$ cat src/rtl/updown_mod_counter.sv
// updown_mod_counter
// Modulo-MODULUS up/down counter with synchronous parallel load (clamped to
// the count range), a combinational terminal-count output for cascading and
// a registered completion flag. ONE_SHOT=0 gives a free-running counter that
// pulses DONE once per wrap; ONE_SHOT=1 runs an IDLE/RUN/FIN sequence that
// stops at the terminal value and holds DONE until the next load.
// Build option: define UPDOWN_MOD_COUNTER_CLR_EN to add the synchronous
// clear input CLR, which outranks LD and EN.
`timescale 1ns/1ps
module updown_mod_counter #(
    parameter int WIDTH    = 4,
    parameter int MODULUS  = 16,
    parameter int ONE_SHOT = 0
) (
    input  logic             CLK,
    input  logic             RN,
    input  logic             EN,
    input  logic             UP,
    input  logic             LD,
`ifdef UPDOWN_MOD_COUNTER_CLR_EN
    input  logic             CLR,
`endif
    input  logic [WIDTH-1:0] D,
    output logic [WIDTH-1:0] Q,
    output logic             TC,
    output logic             DONE
);

    // MODULUS may equal 2^WIDTH, so range checks on D use one extra bit.
    localparam logic [WIDTH:0]   MOD_EXT = (WIDTH+1)'(MODULUS);
    localparam logic [WIDTH-1:0] Q_MAX   = WIDTH'(MODULUS - 1);
    localparam logic [WIDTH-1:0] Q_ZERO  = {WIDTH{1'b0}};
    localparam logic [WIDTH-1:0] Q_ONE   = {{(WIDTH-1){1'b0}}, 1'b1};

    typedef enum logic [1:0] {
        ST_IDLE = 2'd0,
        ST_RUN  = 2'd1,
        ST_FIN  = 2'd2
    } state_t;

    state_t           state_r;
    logic [WIDTH-1:0] q_r;
    logic             done_r;

    logic             at_term_s;
    logic             tc_s;
    logic [WIDTH-1:0] load_val_s;
    logic [WIDTH-1:0] step_val_s;

    // Out-of-range load values saturate at the top of the count range.
    function automatic logic [WIDTH-1:0] clamp_load(input logic [WIDTH-1:0] val);
        logic [WIDTH-1:0] res;
        if ({1'b0, val} < MOD_EXT) begin
            res = val;
        end else begin
            res = Q_MAX;
        end
        return res;
    endfunction

    // One modulo step; any value at or beyond the top is treated as the top
    // so the count can never leave 0..MODULUS-1.
    function automatic logic [WIDTH-1:0] count_step(input logic [WIDTH-1:0] cur,
                                                    input logic             dir_up);
        logic [WIDTH-1:0] res;
        if (dir_up) begin
            if (cur >= Q_MAX) begin
                res = Q_ZERO;
            end else begin
                res = cur + Q_ONE;
            end
        end else begin
            if (cur == Q_ZERO) begin
                res = Q_MAX;
            end else if (cur > Q_MAX) begin
                res = Q_MAX;
            end else begin
                res = cur - Q_ONE;
            end
        end
        return res;
    endfunction

    // Terminal-count detect plus the next-value candidates for load and step.
    always_comb begin
        at_term_s = 1'b0;
        if (UP) begin
            at_term_s = (q_r == Q_MAX);
        end else begin
            at_term_s = (q_r == Q_ZERO);
        end
        tc_s       = EN & at_term_s;
        load_val_s = clamp_load(D);
        step_val_s = count_step(q_r, UP);
    end

    // Count register, completion flag and one-shot sequencer.
    always_ff @(posedge CLK or negedge RN) begin
        if (!RN) begin
            q_r     <= Q_ZERO;
            done_r  <= 1'b0;
            state_r <= ST_IDLE;
        end
`ifdef UPDOWN_MOD_COUNTER_CLR_EN
        else if (CLR) begin
            q_r     <= Q_ZERO;
            done_r  <= 1'b0;
            state_r <= ST_IDLE;
        end
`endif
        else if (LD) begin
            // A load never produces a completion, even with EN high.
            q_r     <= load_val_s;
            done_r  <= 1'b0;
            state_r <= ST_IDLE;
        end else if (ONE_SHOT != 0) begin
            case (state_r)
                ST_IDLE: begin
                    done_r <= 1'b0;
                    if (EN) begin
                        q_r     <= step_val_s;
                        state_r <= ST_RUN;
                    end else begin
                        q_r     <= q_r;
                        state_r <= ST_IDLE;
                    end
                end
                ST_RUN: begin
                    if (tc_s) begin
                        // Stop on the terminal value instead of wrapping.
                        q_r     <= q_r;
                        done_r  <= 1'b1;
                        state_r <= ST_FIN;
                    end else if (EN) begin
                        q_r     <= step_val_s;
                        done_r  <= 1'b0;
                        state_r <= ST_RUN;
                    end else begin
                        q_r     <= q_r;
                        done_r  <= 1'b0;
                        state_r <= ST_RUN;
                    end
                end
                ST_FIN: begin
                    // EN is ignored here; only a load (or reset) leaves FIN.
                    q_r     <= q_r;
                    done_r  <= 1'b1;
                    state_r <= ST_FIN;
                end
                default: begin
                    q_r     <= Q_ZERO;
                    done_r  <= 1'b0;
                    state_r <= ST_IDLE;
                end
            endcase
        end else begin
            // Free-run: DONE follows the wrap edge for one cycle.
            state_r <= ST_IDLE;
            done_r  <= tc_s;
            if (EN) begin
                q_r <= step_val_s;
            end else begin
                q_r <= q_r;
            end
        end
    end

    assign Q    = q_r;
    assign TC   = tc_s;
    assign DONE = done_r;

endmodule

$ cat config.mk
export PLATFORM = sky130hd
export DESIGN_NAME = updown_mod_counter
export DESIGN_NICKNAME = d
export VERILOG_FILES = /design/src/rtl/updown_mod_counter.sv
export SDC_FILE = /design/constraint.sdc
export NUM_CORES = 1
export LEC_CHECK = 0
export CORE_AREA = 2 2 39 41
export DETAILED_ROUTE_END_ITERATION = 6
export DIE_AREA = 0 0 41 43
export SETUP_SLACK_MARGIN = 0.4
export SYNTH_ARGS = -nofsm -noshare
export SYNTH_HDL_FRONTEND = slang
export SYNTH_SLANG_ARGS = --single-unit
$ cat constraint.sdc
create_clock -name CLK -period 1.6 [get_ports CLK]
set_clock_uncertainty 0.1 [all_clocks]
set_input_delay 0.32 -clock CLK [delete_from_list [all_inputs] [get_ports CLK]]
set_output_delay 0.32 -clock CLK [all_outputs]
set_load 0.005 [all_outputs]
* After elaboration in Yosys (flattened, before gate mapping)
Index checks and enable logic that the tools add are counted.
Storage, ports and cells: register bits after elaboration 5, output and inout port bits 6, word-level logic and storage cells 18
Operators by class: $add $sub $neg 2, $lt $le $gt $ge 2, eq/ne operators 1, mux-type cells 8, bitwise logic cells 1, reduce and logical (&&, ||, !) cells 2
Operator list (count):
- 2-to-1 mux 4 bit | 6
- adder 4 x 1 -> 4 bit, second input constant | 1
- equality test 4 bit, second input constant | 1
- >= comparator 4 bit, second input constant | 1
- greater-than comparator 4 bit, second input constant | 1
- logical NOT 4 bit | 1
- subtractor 4 x 1 -> 4 bit, second input constant | 1
- 2-to-1 mux 1 bit | 2
- nonzero test 2 bit | 1
- bitwise AND 1 bit | 1

* Depth between registers and ports, before layout
depth after elaboration 6, mapped depth 6

* Least setup slack after synthesis
OpenSTA, ideal clock, no wires.
path type reg-to-output, from register q_r[0] (netlist: Q[0]), to output port TC, arrival 1.076 ns, setup slack 0.104 ns, cell stages (with the launch flop) 6, path through dfrtp_1 > inv_1 > ha_1 > nor2b_1 > nand2_1 > a21boi_0
Between the ends: longest elaborated chain between the ends 3, elaborated cells between the ends (all ways) 4, those cells by class eq/ne: 1; mux: 1; bitwise: 1; reduce/logical: 1
RTL lines:
- from (decl) | RTL line 42 | logic [WIDTH-1:0] q_r;
- from (signal assigned) | RTL line 113 | q_r <= load_val_s;
- from (signal assigned) | RTL line 121 | q_r <= step_val_s;
- from (signal assigned) | RTL line 124 | q_r <= q_r;
- equality test 4 bit / logical NOT 4 bit (equally long branches) | RTL line 88, 90
- 2-to-1 mux 1 bit * | RTL line 87 | if (UP) begin
- bitwise AND 1 bit * | RTL line 92 | tc_s = EN & at_term_s;
- to (decl) | RTL line 25 | output logic TC,
Every way passes the cells marked *; elsewhere a longest branch is shown, timed or not.

* Worst setup path in the final report
from register q_r[1] (netlist: Q[1]), to output port TC
Same word-level chain as after synthesis.

==> metrics.txt <==
run status complete, but fails checks; failing checks negative setup slack; Die W ~41 um; Max stage delay cell, worst path dfrtp_2; largest net degree at the start of global routing 8; HPWL after detailed placement 713 um; placed cells between 80 and 90; GRT Total Usage between 10% and 20%; first-pass GRT wire length ~1600 um; cts bufs inserted 3; ratio of cells with drive above 1 in the final layout ~57%; Die Y approximately 43 um; Antenna Cells 0; Final setup viols 2; Crit path buffers/inverters 2; gpl congestion between 0.6 and 0.7; Clk Latency, worst-skew pair 0.24 ns; via count roughly 430; Mapped Cells 40; fin area between 700 and 800 um^2; vias in the first global route a little under 400; DP Area between 600 and 700 um^2; max cap viols 0; Seq cells post-synth 5; Slew HR between 80% and 90%; CP startpoint kind register; crit-path max cell delay between 0.4 and 0.5 ns; Crit Reg-Reg Startpoint Q[1]$_DFFE_PN0P_; Slew Limit Fails 0; Die Area around 0.0018 mm^2; CP Capture Type output pin; Post-CTS Hold Fix Bufs 0; fin nets just under 90; drt pass-1 iters 2; launch point of the worst path Q[1]$_DFFE_PN0P_; Core Region 0.00138 mm^2; htree depth 1; P per Cell Area ~800 mW/mm^2; # IOs 15; PortBufs 14; fin crit period between 1.5 and 2 ns; Crit Path Category reg -> out; Netlist cell types 22; period utilisation layout 108%; Iter 0 DRT Violations 5; Hold Path Class in -> async; drt drc 0; leakage between 0.3 and 0.4 nW; vias per cell 4.63; f_max about 580 MHz; commonest non-fill, non-tap cell in the layout buf_4; antenna violations before repair 0; worst-path cell chain inv_2, ha_4, nor2b_4, nand2_2, a21boi_2, buf_2; CTS clk-pin slew, worst paths about 0.040 ns; post-synthesis sequential area ratio 35.8%; Detailed Route WL around 1000 um; CTS tree yes; Synth Cell Area ~350 um^2; post-synthesis area per instance between 8 and 9 um^2; antenna-violating nets left 0; syn_nets ~50; Layout Cells excl Fill 93; crit path DAT between 1 and 1.5 ns; WL/cell between 10 and 15 um; RSZ-0062 raised after global routing yes; commonest cells after routing, fill and taps aside 13 x buf_4, 9 x buf_6, 7 x clkdlybuf4s50_1, 4 x nand2_1; Total Power 0.598 mW; CTS Sinks 5; Rows 14; crit-path leading delay family flip-flops; Worst Path Required approximately 1.2 ns; Worst Path Max Fanout 4; Max Root-Sink Buffers 2; Worst VDD drop 0.463 mV; Root Buffer clkbuf_4; PnR worst setup slack -0.133 ns; Layout area overhead 114%; Slew @ Worst Pin ~0.25 ns; initial core utilization between 20% and 30%; Yosys Warn Count 0; Overflow after GRT 0; Final Hold Viols 0
layer usage:
layer  share of wire (%)  vias up  GRT usage, %
met5                   0        -             0
met4                   0        0          4.00
met3                 8.0        0          6.81
met2                  53       14          20.6
met1                  39      205          15.6
li1                    -      212             -
final cells by class:
cell class	count	area, um^2
multi-input cells	32	269
clock buffers	4	26.3
flip-flops and latches	5	128
repair buffers	34	298
inverters	2	7.51
well taps	16	20.0
fillers	138	636
per-stage QoR:
| step | util, % | hold WS, ns | setup WS [ns] | setup TNS (ns) |
|---|---|---|---|---|
| final | 54.1 | 0.213 | -0.133 | -0.192 |
| after global routing | 54.1 | 0.215 | -0.218 | -0.338 |
| after CTS | 51.5 | 0.207 | -0.159 | -0.193 |
| after detailed placement | 45.7 | 0.464 | -0.530 | -0.562 |
| after global placement | 45.7 | 0.460 | -0.503 | -0.507 |
| after floorplan | - | -0.0756 | 0.212 | 0 |
worst reg2reg max path: stages, from the launching register on:
cell and delay [ns]:
dfrtp_2 0.43, buf_4 0.14, buf_4 0.13, or3_4 0.38, a221oi_2 0.25, o31ai_1 0.11
synthesized netlist by cell type, drive strengths merged:
master  instances  share of area, %
nand3           2               2.9
nor2            1               1.1
and2            1               1.8
mux2i           1               2.9
dfrtp           5                36
xor2            1               2.5
o21bai          1               2.2
nand2           5               5.4
ha              2               7.2
o21ai           5               7.2
a21boi          1               2.2
a221oi          1               4.3
a21oi           2               2.9
clkbuf          1               1.1
inv             2               2.2
or3             1               1.8
nor3b           1               2.2
o31ai           1               2.2
a21o            1               2.2
nor2b           2               3.6
xnor2           2               5.0
nand2b          1               1.8
final timing paths:
check	to	slack, ns	depth (start not counted)
worst max-delay path	TC	-0.13	6
worst min-delay path	DONE$_DFF_PN0_	0.21	1
worst max register to register	Q[3]$_DFFE_PN0P_	-0.06	5
worst min register to register	DONE$_DFF_PN0_	0.62	4
max in group asynchronous	Q[1]$_DFFE_PN0P_	0.97	1
min in group CLK	Q[1]$_DFFE_PN0P_	0.53	3
state kept, by name (all words and copies together) (netlist names):
signal and cells:
DONE 1, Q 4
logic make-up after synthesis:
kind of cell	synth area share, %
muxes	2.87
buffers and inverters	3.23
adders and majority gates	7.17
xor gates and xnor gates	7.53
AOI/OAI and AO/OA	22.9
and+or+nand+nor	20.4
DFF	35.8
timing repair:
item,4_1_cts,5_1_grt
gates resized for setup,28,9
pin swaps,6,1
setup buffers,5,3
setup endpoints to repair,10,10
power by group:
part | total (mW) | switching, mW | internal (mW)
Combinational | 0.297 | 0.107 | 0.189
Sequential | 0.159 | 0.0166 | 0.143
Clock | 0.142 | 0.0482 | 0.0941
Total | 0.598 | 0.172 | 0.426
Note: power is estimated with default switching activity, not from simulation.
